===== config.mk =====
export PLATFORM = sky130hd
export DESIGN_NAME = mips_boot_loader
export DESIGN_NICKNAME = d
export VERILOG_FILES = /design/src/rtl/mips_boot_pkg.sv /design/src/rtl/boot_word_packer.sv /design/src/rtl/mips_boot_loader.sv
export SDC_FILE = /design/constraint.sdc
export NUM_CORES = 1
export LEC_CHECK = 0
export CAP_MARGIN = 20
export CORE_UTILIZATION = 58
export DETAILED_ROUTE_END_ITERATION = 10
export GPL_ROUTABILITY_DRIVEN = 0
export PLACE_DENSITY = 0.84
export SYNTH_ARGS = -nofsm -noshare
export SYNTH_HDL_FRONTEND = slang
export SYNTH_SLANG_ARGS = --single-unit

===== constraint.sdc =====
create_clock -name clk -period 3.3 [get_ports clk]
set_input_delay 0.825 -clock clk [delete_from_list [all_inputs] [get_ports clk]]
set_output_delay 0.825 -clock clk [all_outputs]
set_load 0.01 [all_outputs]

===== src/rtl/mips_boot_pkg.sv =====
// Shared types for the byte-serial MIPS program loader.
// State encoding and the width of the frame's word-count field.
package mips_boot_pkg;

  localparam int LEN_W = 16;

  typedef enum logic [2:0] {
    LEN_HI,
    LEN_LO,
    DATA,
    CSUM,
    DONE,
    ERR
  } boot_state_t;

endpackage


===== src/rtl/boot_word_packer.sv =====
// Collects four stream bytes into one big-endian word (first byte lands in [31:24]).
// The completed word is held until the next one finishes; word_valid pulses once per word.
module boot_word_packer (
  input  logic        clk,
  input  logic        rst,
  input  logic [7:0]  byte_data,
  input  logic        byte_en,
  output logic [1:0]  byte_cnt,
  output logic [31:0] word,
  output logic        word_valid
);

  logic [23:0] shift;

  always_ff @(posedge clk) begin
    if (rst) begin
      shift      <= '0;
      byte_cnt   <= '0;
      word       <= '0;
      word_valid <= 1'b0;
    end else begin
      word_valid <= 1'b0;
      if (byte_en) begin
        byte_cnt <= byte_cnt + 2'd1;
        shift    <= {shift[15:0], byte_data};
        if (byte_cnt == 2'd3) begin
          word       <= {shift, byte_data};
          word_valid <= 1'b1;
        end
      end
    end
  end

endmodule


===== src/rtl/mips_boot_loader.sv =====
// Framed byte-stream loader for the MIPS instruction memory; holds the core in
// reset until a complete image with a matching XOR checksum has been written.
//
// state  | meaning
// LEN_HI | waiting for the high byte of the word count
// LEN_LO | waiting for the low byte; count is range-checked here
// DATA   | packing data bytes into words and writing them out
// CSUM   | comparing the final byte against the running XOR
// DONE   | image good, core released (absorbing)
// ERR    | oversize count or bad checksum (absorbing)
module mips_boot_loader
  import mips_boot_pkg::*;
#(
  parameter int unsigned       MAX_WORDS = 1024,
  parameter int                ADDR_W    = 32,
  parameter logic [ADDR_W-1:0] BASE_ADDR = '0
) (
  input  logic              clk,
  input  logic              rst,
  input  logic [7:0]        in_data,
  input  logic              in_valid,
  output logic              in_ready,
  output logic              imem_we,
  output logic [ADDR_W-1:0] imem_addr,
  output logic [31:0]       imem_wdata,
  output logic              cpu_rst,
  output logic              done,
  output logic              error
);

  boot_state_t      state, state_nxt;
  logic [LEN_W-1:0] len;
  logic [LEN_W-1:0] index;
  logic [7:0]       csum;
  logic [LEN_W-1:0] len_new;
  logic [1:0]       byte_cnt;
  logic             accept;
  logic             word_end;
  logic             last_word;

  assign accept    = in_valid & in_ready;
  assign len_new   = {len[LEN_W-1:8], in_data};
  assign word_end  = accept && (state == DATA) && (byte_cnt == 2'd3);
  assign last_word = (index == len - LEN_W'(1));

  always_comb begin
    state_nxt = state;
    in_ready  = 1'b0;
    case (state)
      LEN_HI: begin
        in_ready = 1'b1;
        if (accept) state_nxt = LEN_LO;
      end
      LEN_LO: begin
        in_ready = 1'b1;
        if (accept) begin
          if (32'(len_new) > MAX_WORDS) state_nxt = ERR;
          else if (len_new == '0)       state_nxt = CSUM;
          else                          state_nxt = DATA;
        end
      end
      DATA: begin
        in_ready = 1'b1;
        if (word_end && last_word) state_nxt = CSUM;
      end
      CSUM: begin
        in_ready = 1'b1;
        if (accept) state_nxt = (in_data == csum) ? DONE : ERR;
      end
      DONE:    state_nxt = DONE;
      ERR:     state_nxt = ERR;
      default: state_nxt = ERR;
    endcase
  end

  always_ff @(posedge clk) begin
    if (rst) begin
      state     <= LEN_HI;
      len       <= '0;
      index     <= '0;
      csum      <= '0;
      imem_addr <= BASE_ADDR;
      cpu_rst   <= 1'b1;
      done      <= 1'b0;
      error     <= 1'b0;
    end else begin
      state   <= state_nxt;
      cpu_rst <= (state_nxt != DONE);
      done    <= (state_nxt == DONE);
      error   <= (state_nxt == ERR);
      if (accept && state != CSUM) csum <= csum ^ in_data;
      if (accept && state == LEN_HI) len[LEN_W-1:8] <= in_data;
      if (accept && state == LEN_LO) len[7:0] <= in_data;
      // address is latched alongside the packer's word so both appear together
      if (word_end) begin
        imem_addr <= BASE_ADDR + ADDR_W'({index, 2'b00});
        index     <= index + LEN_W'(1);
      end
    end
  end

  boot_word_packer u_packer (
    .clk        (clk),
    .rst        (rst),
    .byte_data  (in_data),
    .byte_en    (accept && (state == DATA)),
    .byte_cnt   (byte_cnt),
    .word       (imem_wdata),
    .word_valid (imem_we)
  );

endmodule


After elaboration in Yosys (flattened, before gate mapping) --
Index checks and enable logic that the tools add are counted.
Storage, ports and cells: flip-flop bits (word level) 121, bits of input ports 11, output and inout bits 69
Operators by class: add/subtract/negate cells 3, magnitude comparators 1, equal/unequal tests 11, mux-type cells 10, bitwise logic cells 3, reductions and logical operators 11
Operators with widths (count):
- $add 16x1->16 const B | 1
- $eq 16x16->1 | 1
- $gt 16x11->1 const B | 1
- $logic_not 16->1 | 1
- $sub 16x1->16 const B | 1
- $mux 3 | 5
- $pmux 3 s5 | 1
- $eq 3x3->1 const B | 3
- $eq 8x8->1 | 1
- $xor 8x8->8 | 1
- $eq 3x2->1 const B | 2
- $logic_and 1x1->1 | 6
- $mux 1 | 4
- $reduce_or 4->1 | 1
- $eq 3x1->1 const B | 1
- $logic_not 3->1 | 1
- $ne 3x2->1 const B | 1
- $ne 3x3->1 const B | 1
- $add 2x1->2 const B | 1
- $eq 2x2->1 const B | 1
- $reduce_and 2->1 | 1
- $reduce_or 2->1 | 1
- $and 1x1->1 | 1
- $not 1->1 | 1

Longest topological paths before layout --
Gate-level depths: netlist of the first run.
depth in word-level cells 10, depth in mapped cells 9, mapped depth without buffers 8

Cells and area by module --
Synthesis of the first run repeated with hierarchy kept, for this count alone.
Second synthesis, totals: cell total of the unflattened synthesis 629, area total of the unflattened synthesis 5654.2 um^2
By module, submodules not included:
- mips_boot_loader | instances 1, cells each 395, area each 3214.3 um^2, seq. area each 1241.2 um^2
- boot_word_packer | instances 1, cells each 234, area each 2439.8 um^2, seq. area each 1181.1 um^2

Least setup slack after synthesis of the first run --
Ideal clock, no wire load.
path type input -> register, start input in_valid, end register state[0], library setup time 0.088 ns, data arrival time 2.251 ns, setup slack 0.961 ns, stages 7, cells stage by stage and4bb_1 buf_4 and2_1 buf_2 o2111ai_1 or4_1 o32ai_2
On the way: longest elaborated chain between the ends 6
Ends and longest elaborated chain:
- start, declared | line mips_boot_loader.sv:21 | input logic in_valid,
- $and 1x1->1 (*) | line mips_boot_loader.sv:41 | assign accept = in_valid & in_ready;
- $logic_and 1x1->1 (2 in a row) | line mips_boot_loader.sv:43 | assign word_end = accept && (state == DATA) && (byte_cnt == 2'd3);
- $logic_and 1x1->1 | line mips_boot_loader.sv:64 | if (word_end && last_word) state_nxt = CSUM;
- $mux 3 | line mips_boot_loader.sv:64
- $pmux 3 s5 (*) | line mips_boot_loader.sv:49 | case (state)
- end signal, assigned | line mips_boot_loader.sv:87 | state <= state_nxt;
- end, declared | line mips_boot_loader.sv:31 | boot_state_t state, state_nxt;
Every way passes the cells marked *; elsewhere a longest branch is shown, timed or not. A chain may end at the register's enable or synchronous reset.

Worst setup path after layout of the first run --
start register len[1], end register state[0]
On the way: longest elaborated chain between the ends 5
Ends and longest elaborated chain:
- start, declared | line mips_boot_loader.sv:32 | logic [LEN_W-1:0] len;
- start signal, assigned by index | line mips_boot_loader.sv:92 | if (accept && state == LEN_HI) len[LEN_W-1:8] <= in_data;
- start signal, assigned | line mips_boot_loader.sv:93 | if (accept && state == LEN_LO) len[7:0] <= in_data;
- $sub 16x1->16 | line mips_boot_loader.sv:44 | assign last_word = (index == len - LEN_W'(1));
- $eq 16x16->1 | line mips_boot_loader.sv:44
- $logic_and 1x1->1 | line mips_boot_loader.sv:64
- $mux 3 | line mips_boot_loader.sv:64
- $pmux 3 s5 | line mips_boot_loader.sv:49
Every way passes these cells.

==> results of run 1 <==
[state kept, by name (all words and copies together), names as in the netlist, 2 cells and up]
signal,cells
u_packer.byte_cnt,2
csum,8
index,16
imem_addr,16
state,3
u_packer.shift,24
len,16
u_packer.word,32
[layout make-up]
cell class	count	area, sq um	area share
clock inverters	14	162.7	0.02572
inverters	6	22.52	0.003562
well taps	105	131.4	0.02078
multi-input cells	484	2461	0.3892
flip-flops and latches	121	2422	0.3831
clock buffers	18	427.9	0.06767
repair buffers	72	695.7	0.1100
[worst paths after layout]
check	from	endpoint	slack [ns]
worst min register to register	imem_addr[3]	imem_addr[3]	0.45
worst min-delay path	imem_addr[3]	imem_addr[3]	0.45
worst max register to register	len[1]	state[0]	0.57
worst max-delay path	len[1]	state[0]	0.57
[worst min-delay path: stages (launching register included)]
cell and delay (ns):
dfxtp_1 0.31, nand2_1 0.05, a21oi_1 0.05
[cell usage in the layout (no fill, tap or decap), drive strengths merged, types with 4 or more instances in the layout]
cell,instances
nand2b,5
clkdlybuf4s50,62
nand3,4
nand4,7
nor3,10
xor2,32
clkbuf,18
conb,16
xnor2,21
nor2,37
nor4,11
a21oi,94
nand2,205
inv,11
and3,4
dfxtp,121
clkinv,5
buf,10
and2,4
[cells by family (layout without fill, tap and decap cells)]
kind of cell	Yosys count	in the layout	share of synthesized area
simple gates	299	299	0.2473
flops	121	121	0.4722
compound gates	111	111	0.1188
buf+inv	63	110	0.05927
xor+xnor	53	53	0.09049
fa+ha+maj	3	3	0.007318
mux	2	2	0.003903
other cells	1	16	0.0007310
[metrics by stage]
stage,area (sq um),total power [mW],setup slack (ns),hold WS (ns)
after CTS,6324,3.694,0.6459,0.4554
final,6324,3.693,0.5683,0.4514
after global routing,6324,3.804,0.2996,0.4742
after floorplan,5186,1.824,0.9605,0.4321
after detailed placement,5733,1.888,0.3937,0.4473
after global placement,5733,1.879,0.4395,0.4423
[report_power, final]
part | internal (mW) | total (mW) | switching (mW)
clock | 1.11 | 1.82 | 0.706
combinational | 0.131 | 0.331 | 0.200
sequential | 1.50 | 1.54 | 0.0479
total | 2.74 | 3.69 | 0.955
[per-layer routing]
metal	GRT usage	share of wire	up-vias
li1	-	-	2222
met1	0.3604	0.43	2129
met2	0.4592	0.47	233
met3	0.06003	0.064	43
met4	0.1629	0.037	0
met5	0	0	-
==> impl_metrics.json, run 1 <==
{
  "ys.flop_type": "dfxtp_1",
  "synth_cells": 653,
  "drt_wl_total_mm": 12.52,
  "grt_pass1_vias": 4238,
  "grt_max_degree": 74,
  "crit_chain": "inv_1 > ha_1 > nor3b_1 > nand4_1 > xnor2_1 > o21ai_0 > or4_1 > o32ai_2",
  "synth_largest_area_cell": "dfxtp_1",
  "synth_cell_types": 41,
  "synth-seq-cells": 121,
  "core_sq_um": 8382,
  "syn-cell-area_sq_um": 5130,
  "die_x_um": 96.05,
  "rows": 33,
  "antenna_found_initial": 0,
  "ys_top_cells_by_area": "dfxtp_1, nand2_1, a21oi_1, xor2_1, xnor2_1",
  "hold_class": "reg2reg",
  "fin_util": 0.7544,
  "drive_above_1_share": 0.06573,
  "io_buffer_count": 63,
  "critPathLaunchType": "register",
  "cts-buffers-inserted": 17,
  "yosys_warnings": 0,
  "drc": 0,
  "final_min_period_over_clock_period": 0.8278,
  "min_period_ns": 2.732,
  "detail-route-antenna-nets": 0,
  "hold_viol_final": 0,
  "synthArstFlopShare": 0,
  "power_density_nw_per_um2": 584.0,
  "setup_viol": 0,
  "dr_total_vias": 4627,
  "synth-edff-count": 0,
  "post-place-cells": 788,
  "cts_tree": "yes",
  "rsz0062_at_grt": "no",
  "htreeDepth": 4,
  "wire_per_inst_um": 15.26,
  "cts_setup_buffers": 0,
  "dieArea_sq_um": 9225,
  "slowest_delay_ns": 0.69,
  "yosys-top-cells-count": "nand2_1, dfxtp_1, a21oi_1, nor2_1, clkbuf_1",
  "dieHeight_um": 96.05,
  "grt_first_pass_wirelength_mm": 20.02,
  "crit_type": "reg2reg",
  "viasPerCell": 5.643,
  "ff2ff_path_depth": 8,
  "whs_path_depth": 2,
  "yosysSeqAreaShare": 0.4722,
  "clock_latency_ns": 0.52,
  "cts.sinks": 121,
  "crit_required_ns": 3.73,
  "worst-path-stages": 8,
  "ctsHoldBuffers": 0,
  "slowest_stage": "nor3b_1",
  "synth_area_per_cell_sq_um": 7.856,
  "cts.repair.resized": 0,
  "synth_top_area_frac": 0.4722,
  "tightest_slew_ns": 0.8564,
  "ir_worst_vdd_mv": 0.5427,
  "crit_path_max_fanout": 7,
  "critPathBufInv": 1,
  "root_buffer": "clkbuf_8",
  "syn_to_final_growth_pct": 23.27,
  "first_pass_iters": 5,
  "grt_overflow": 0,
  "ioPinCount": 80,
  "cp_top_family": "simple AND/OR/NAND/NOR gates",
  "synth_most_common_cell": "nand2_1",
  "cp-end-kind": "register",
  "num-fill-cells": 585,
  "status": "completed",
  "p_leak_nw": 2.265,
  "grt_use_total": 0.2876,
  "insertedDiodeCount": 0,
  "timing.fmax_mhz": 366.1,
  "final_cells": 820,
  "initial_core_util": 0.6120,
  "num-nets-final": 716,
  "drv_cap": 0,
  "drv_slew": 0,
  "clock_skew_ns": 0.007784,
  "arrival_ns": 3.16,
  "clk_path_buf_depth": 2,
  "drtIter0Drc": 504,
  "setup_tns_ns": 0,
  "clk_pin_slew_worst_paths_ns": 0.06,
  "relSlewSlack": 0.4277,
  "dp_hpwl_mm": 7.933
}
(Power assumes the default switching activity.)
==> run 2, diff against run 1 <==
--- a/config.mk
+++ b/config.mk
@@ -6,10 +6,10 @@
 export NUM_CORES = 1
 export LEC_CHECK = 0
 export CAP_MARGIN = 20
-export CORE_UTILIZATION = 58
+export CORE_UTILIZATION = 54
 export DETAILED_ROUTE_END_ITERATION = 10
 export GPL_ROUTABILITY_DRIVEN = 0
-export PLACE_DENSITY = 0.84
+export PLACE_DENSITY = 0.79
 export SYNTH_ARGS = -nofsm -noshare
 export SYNTH_HDL_FRONTEND = slang
 export SYNTH_SLANG_ARGS = --single-unit
==> constraint.sdc (replaced) <==
create_clock -name clk -period 2.74 [get_ports clk]
set_input_delay 0.685 -clock clk [delete_from_list [all_inputs] [get_ports clk]]
set_output_delay 0.685 -clock clk [all_outputs]
set_load 0.01 [all_outputs]
==> impl_metrics.json, run 2 (same netlist as run 1, synthesis figures left out) <==
{
  "ctsHoldBuffers": 0,
  "cts-buffers-inserted": 17,
  "hold_start": "imem_addr[6]",
  "initial_core_util": 0.5552,
  "crit_required_ns": 3.18,
  "dieArea_sq_um": 9893,
  "whs_path_depth": 2,
  "p_comb_frac": 0.094,
  "tightest_slew_ns": 0.5519,
  "r2r_slack_ns": 0.32,
  "drtIter0Drc": 365,
  "cp-end-kind": "register",
  "insertedDiodeCount": 0,
  "reg_top3": "u_packer.word: 32 flops, u_packer.shift: 24 flops",
  "num-nets-final": 728,
  "cts_tree": "yes",
  "final_common_cell": "nand2_1",
  "largest_reg_flops": 32,
  "drv_slew": 0,
  "drc": 0,
  "dp_hpwl_mm": 8.185,
  "clk_pin_slew_worst_paths_ns": 0.06,
  "grt_overflow": 0,
  "clk_path_buf_depth": 2,
  "top_register": "u_packer.word",
  "totalPowerFinal_mw": 4.416,
  "grt_use_total": 0.2672,
  "ir_worst_vdd_mv": 0.4932,
  "rsz0062_at_grt": "no",
  "root_buffer": "clkbuf_8",
  "hold_viol_final": 0,
  "detail-route-antenna-nets": 0,
  "cts.sinks": 121,
  "hold_class": "reg2reg",
  "setup_tns_ns": 0,
  "grt_max_degree": 46,
  "p_leak_nw": 2.319,
  "min_period_ns": 2.420,
  "netSwitchingPower_mw": 1.123,
  "crit_path_max_fanout": 5,
  "num-fill-cells": 721,
  "first_pass_iters": 5,
  "critPathLaunchType": "register",
  "cts.repair.resized": 0,
  "final_min_period_over_clock_period": 0.8831,
  "clock_latency_ns": 0.53,
  "die_x_um": 99.47,
  "post-place-cells": 824,
  "clock_skew_ns": 0.007745,
  "drv_cap": 0,
  "syn_to_final_growth_pct": 25.32,
  "p_seq_frac": 0.422,
  "power_density_nw_per_um2": 686.9,
  "ioPinCount": 80,
  "crit_type": "reg2reg",
  "wire_per_inst_um": 14.69,
  "pwr-share-clk": 0.484,
  "timing.fmax_mhz": 413.3,
  "setup_viol": 0,
  "rows": 35,
  "ff2ff_path_depth": 8,
  "viasPerCell": 5.408,
  "p_int_mw": 3.293,
  "status": "completed",
  "relSlewSlack": 0.6307,
  "sw_frac_of_total": 0.2542,
  "mostFrequentLayoutCells": "nand2_1, dfxtp_1, a21oi_1, clkdlybuf4s50_1, nor2_1",
  "r2r-start": "len[0]",
  "final_cells": 856,
  "arrival_ns": 2.86,
  "grt_first_pass_wirelength_mm": 20.63,
  "reg2reg_to": "state[0]",
  "grt_pass1_vias": 4423,
  "hold-path-endpoint": "imem_addr[6]",
  "io_buffer_count": 63,
  "drive_above_1_share": 0.08116,
  "drt_wl_total_mm": 12.57,
  "cts_setup_buffers": 0,
  "core_sq_um": 9240,
  "htreeDepth": 4,
  "dr_total_vias": 4629,
  "dieHeight_um": 99.47,
  "antenna_found_initial": 0
}
[run 2: changes by cell type in the layout (fill, tap and decap cells not counted), sizes merged]
cell,change
inv,-3
buf,+12
clkinv,+3
[run 2: cell type report]
class / count / area, sq um / share of cell area
Sequential cell: 121 / 2422 / 0.3768
Tap cell: 129 / 161.4 / 0.02511
Clock buffer: 18 / 427.9 / 0.06656
Inverter: 6 / 22.52 / 0.003503
Timing Repair Buffer: 84 / 785.8 / 0.1222
Multi-Input combinational cell: 484 / 2461 / 0.3828
Clock inverter: 14 / 147.6 / 0.02297
[run 2: power by group through the flow]
| stage | clock, mW | sequential [mW] | combinational [mW] |
|---|---|---|---|
| floorplan | 0 | 1.88 | 0.321 |
| global placement | 0 | 1.89 | 0.386 |
| global route | 2.24 | 1.87 | 0.455 |
| finish | 2.14 | 1.86 | 0.415 |
| CTS | 2.16 | 1.86 | 0.407 |
| detailed placement | 0 | 1.90 | 0.398 |
[run 2: layer usage]
layer / wire length, um / GRT usage
met5: 0 / 0
met4: 272 / 0.1482
met3: 809 / 0.06606
met2: 6076 / 0.4332
met1: 5413 / 0.3265
[run 2: how the worst max path moves through the flow]
stage	startpoint	to	slack, ns	cells after the start
final	len[0]	state[0]	0.32	8
after global routing	len[0]	state[0]	0.18	8
after CTS	len[0]	state[0]	0.39	8
after detailed placement	in_valid	index[9]	0.004	9
after global placement	in_valid	index[15]	0.07	8
after floorplan	len[0]	state[0]	0.54	8
[run 2: worst max-delay path: stages (launching register included)]
cell and delay [ns]:
dfxtp_1 0.36, inv_1 0.09, ha_1 0.21, nor3b_1 0.41, nand4_1 0.19, xnor2_1 0.21, o21ai_0 0.10, or4_1 0.50
o32ai_2 0.26
[run 2: through the flow]
| step | hold slack, ns | instance area [sq um] | setup slack [ns] | utilization |
|---|---|---|---|---|
| CTS | 0.4554 | 6429 | 0.3914 | 0.6957 |
| global route | 0.4753 | 6429 | 0.1768 | 0.6957 |
| floorplan | 0.4321 | 5186 | 0.5389 | - |
| finish | 0.4527 | 6429 | 0.3203 | 0.6957 |
| global placement | 0.4435 | 5853 | 0.06580 | 0.6334 |
| detailed placement | 0.4474 | 5853 | 0.004367 | 0.6334 |
==> run 3, diff against run 2 <==
--- a/config.mk
+++ b/config.mk
@@ -6,10 +6,11 @@
 export NUM_CORES = 1
 export LEC_CHECK = 0
 export CAP_MARGIN = 20
-export CORE_UTILIZATION = 54
+export CORE_UTILIZATION = 57
 export DETAILED_ROUTE_END_ITERATION = 10
+export DONT_BUFFER_PORTS = 1
 export GPL_ROUTABILITY_DRIVEN = 0
-export PLACE_DENSITY = 0.79
+export PLACE_DENSITY = 0.74
 export SYNTH_ARGS = -nofsm -noshare
 export SYNTH_HDL_FRONTEND = slang
 export SYNTH_SLANG_ARGS = --single-unit
==> constraint.sdc (replaced) <==
create_clock -name clk -period 2.1 [get_ports clk]
set_input_delay 0.525 -clock clk [delete_from_list [all_inputs] [get_ports clk]]
set_output_delay 0.525 -clock clk [all_outputs]
set_load 0.01 [all_outputs]
==> impl_metrics.json, run 3 (same netlist as run 1, synthesis figures left out) <==
{
  "final_min_period_over_clock_period": 0.9660,
  "num-nets-final": 672,
  "dr_total_vias": 4347,
  "antenna_found_initial": 0,
  "viasPerCell": 5.587,
  "syn_to_final_growth_pct": 15.37,
  "grt_use_total": 0.2640,
  "p_int_mw": 4.418,
  "drive_above_1_share": 0.1119,
  "pwr-share-clk": 0.499,
  "hold_class": "in2reg",
  "setup_slack_ns": 0.07150,
  "grt_max_degree": 121,
  "clk_path_buf_depth": 2,
  "clock_latency_ns": 0.52,
  "rows": 34,
  "critPathBufInv": 1,
  "die_x_um": 96.87,
  "clk_pin_slew_worst_paths_ns": 0.06,
  "arrival_ns": 2.46,
  "insertedDiodeCount": 0,
  "grt_first_pass_wirelength_mm": 19.82,
  "slowest_delay_ns": 0.49,
  "min_period_ns": 2.029,
  "cts.sinks": 121,
  "final_common_cell": "nand2_1",
  "crit_chain": "inv_1 > ha_4 > nor3b_4 > nand4_1 > xnor2_1 > o21ai_0 > or4_1 > o32ai_2",
  "place_area_sq_um": 5229,
  "crit_type": "reg2reg",
  "p_seq_frac": 0.415,
  "htreeDepth": 4,
  "grt_overflow": 0,
  "cp-end-kind": "register",
  "slowest_stage": "or4_1",
  "setup_viol": 0,
  "wire_per_inst_um": 15.55,
  "drt_wl_total_mm": 12.10,
  "cts-buffers-inserted": 17,
  "core_sq_um": 8721,
  "power_density_nw_per_um2": 984.2,
  "largest_reg_flops": 32,
  "clock_skew_ns": 0.01041,
  "drc": 0,
  "detail-route-antenna-nets": 0,
  "drv_slew": 0,
  "io_buffer_count": 0,
  "mostFrequentLayoutCells": "nand2_1, dfxtp_1, a21oi_1, nor2_1, xor2_1",
  "dieHeight_um": 96.87,
  "reg_top3": "u_packer.word: 32 flops, u_packer.shift: 24 flops",
  "initial_core_util": 0.5882,
  "ir_worst_vdd_mv": 0.5316,
  "dp_slack_ns": -0.1063,
  "grt_pass1_vias": 4158,
  "root_buffer": "clkbuf_8",
  "hold_viol_final": 0,
  "ioPinCount": 80,
  "cts_tree": "yes",
  "fin_area_sq_um": 5918,
  "first_pass_iters": 5,
  "crit_path_max_fanout": 4,
  "totalPowerFinal_mw": 5.824,
  "sw_frac_of_total": 0.2414,
  "p_leak_nw": 2.159,
  "p_comb_frac": 0.086,
  "rsz0062_at_grt": "yes",
  "top_register": "u_packer.word",
  "cp_top_family": "simple AND/OR/NAND/NOR gates",
  "crit_required_ns": 2.53,
  "timing.fmax_mhz": 493.0,
  "whs_ns": 0.07967,
  "critPathLaunchType": "register",
  "status": "completed",
  "dieArea_sq_um": 9383,
  "netSwitchingPower_mw": 1.406,
  "drv_cap": 0,
  "dp_hpwl_mm": 7.823,
  "drtIter0Drc": 302
}
run 3: worst reg2reg max path: stages, from the launching register on:
cell	delay [ns]
dfxtp_1	0.31
inv_1	0.09
ha_4	0.16
nor3b_4	0.23
nand4_1	0.14
xnor2_1	0.18
o21ai_0	0.10
or4_1	0.49
o32ai_2	0.26
run 3: repair_timing:
item | CTS | global route
hold endpoints to repair | 0 | 0
hold buffers | 0 | 0
setup buffers | 2 | 2
cloned | 0 | 0
pin swaps | 0 | 5
gates resized for setup | 4 | 8
setup endpoints to repair | 2 | 4
run 3: through the flow:
step	std cells	util	TNS [ns]
floorplan	668	-	0
global placement	743	0.5996	0
detailed placement	743	0.5996	-0.1063
CTS	776	0.6727	0
global route	778	0.6786	-0.02095
finish	778	0.6786	0
run 3: worst paths after layout:
path	to	cells after the start	startpoint	slack, ns
worst max-delay path	state[0]	8	len[0]	0.07
worst min-delay path	csum[4]	1	rst	0.08
worst max register to register	state[0]	8	len[0]	0.07
worst min register to register	u_packer.word[31]	2	u_packer.shift[23]	0.45
run 3: per-layer routing:
metal,global-route usage,routed length [um],up-vias
li1,-,-,2122
met1,0.3194,5185,2017
met2,0.4242,5708,176
met3,0.08526,882,32
met4,0.1263,322,0
met5,0,0,-
run 3: cell type report:
class                   instances  area (sq um)
flip-flops and latches        121          2424
well taps                     108         135.1
fillers                       714          2803
repair buffers                 28         210.2
clock inverters                13         167.7
multi-input cells             484          2531
clock buffers                  18         427.9
inverters                       6         22.52
run 3: power by group through the flow:
stage / combinational [mW] / clock (mW) / sequential, mW
after floorplan: 0.420 / 0 / 2.45
after global placement: 0.435 / 0 / 2.46
after detailed placement: 0.453 / 0 / 2.46
after CTS: 0.476 / 2.94 / 2.41
after global routing: 0.545 / 3.05 / 2.42
final: 0.498 / 2.91 / 2.42
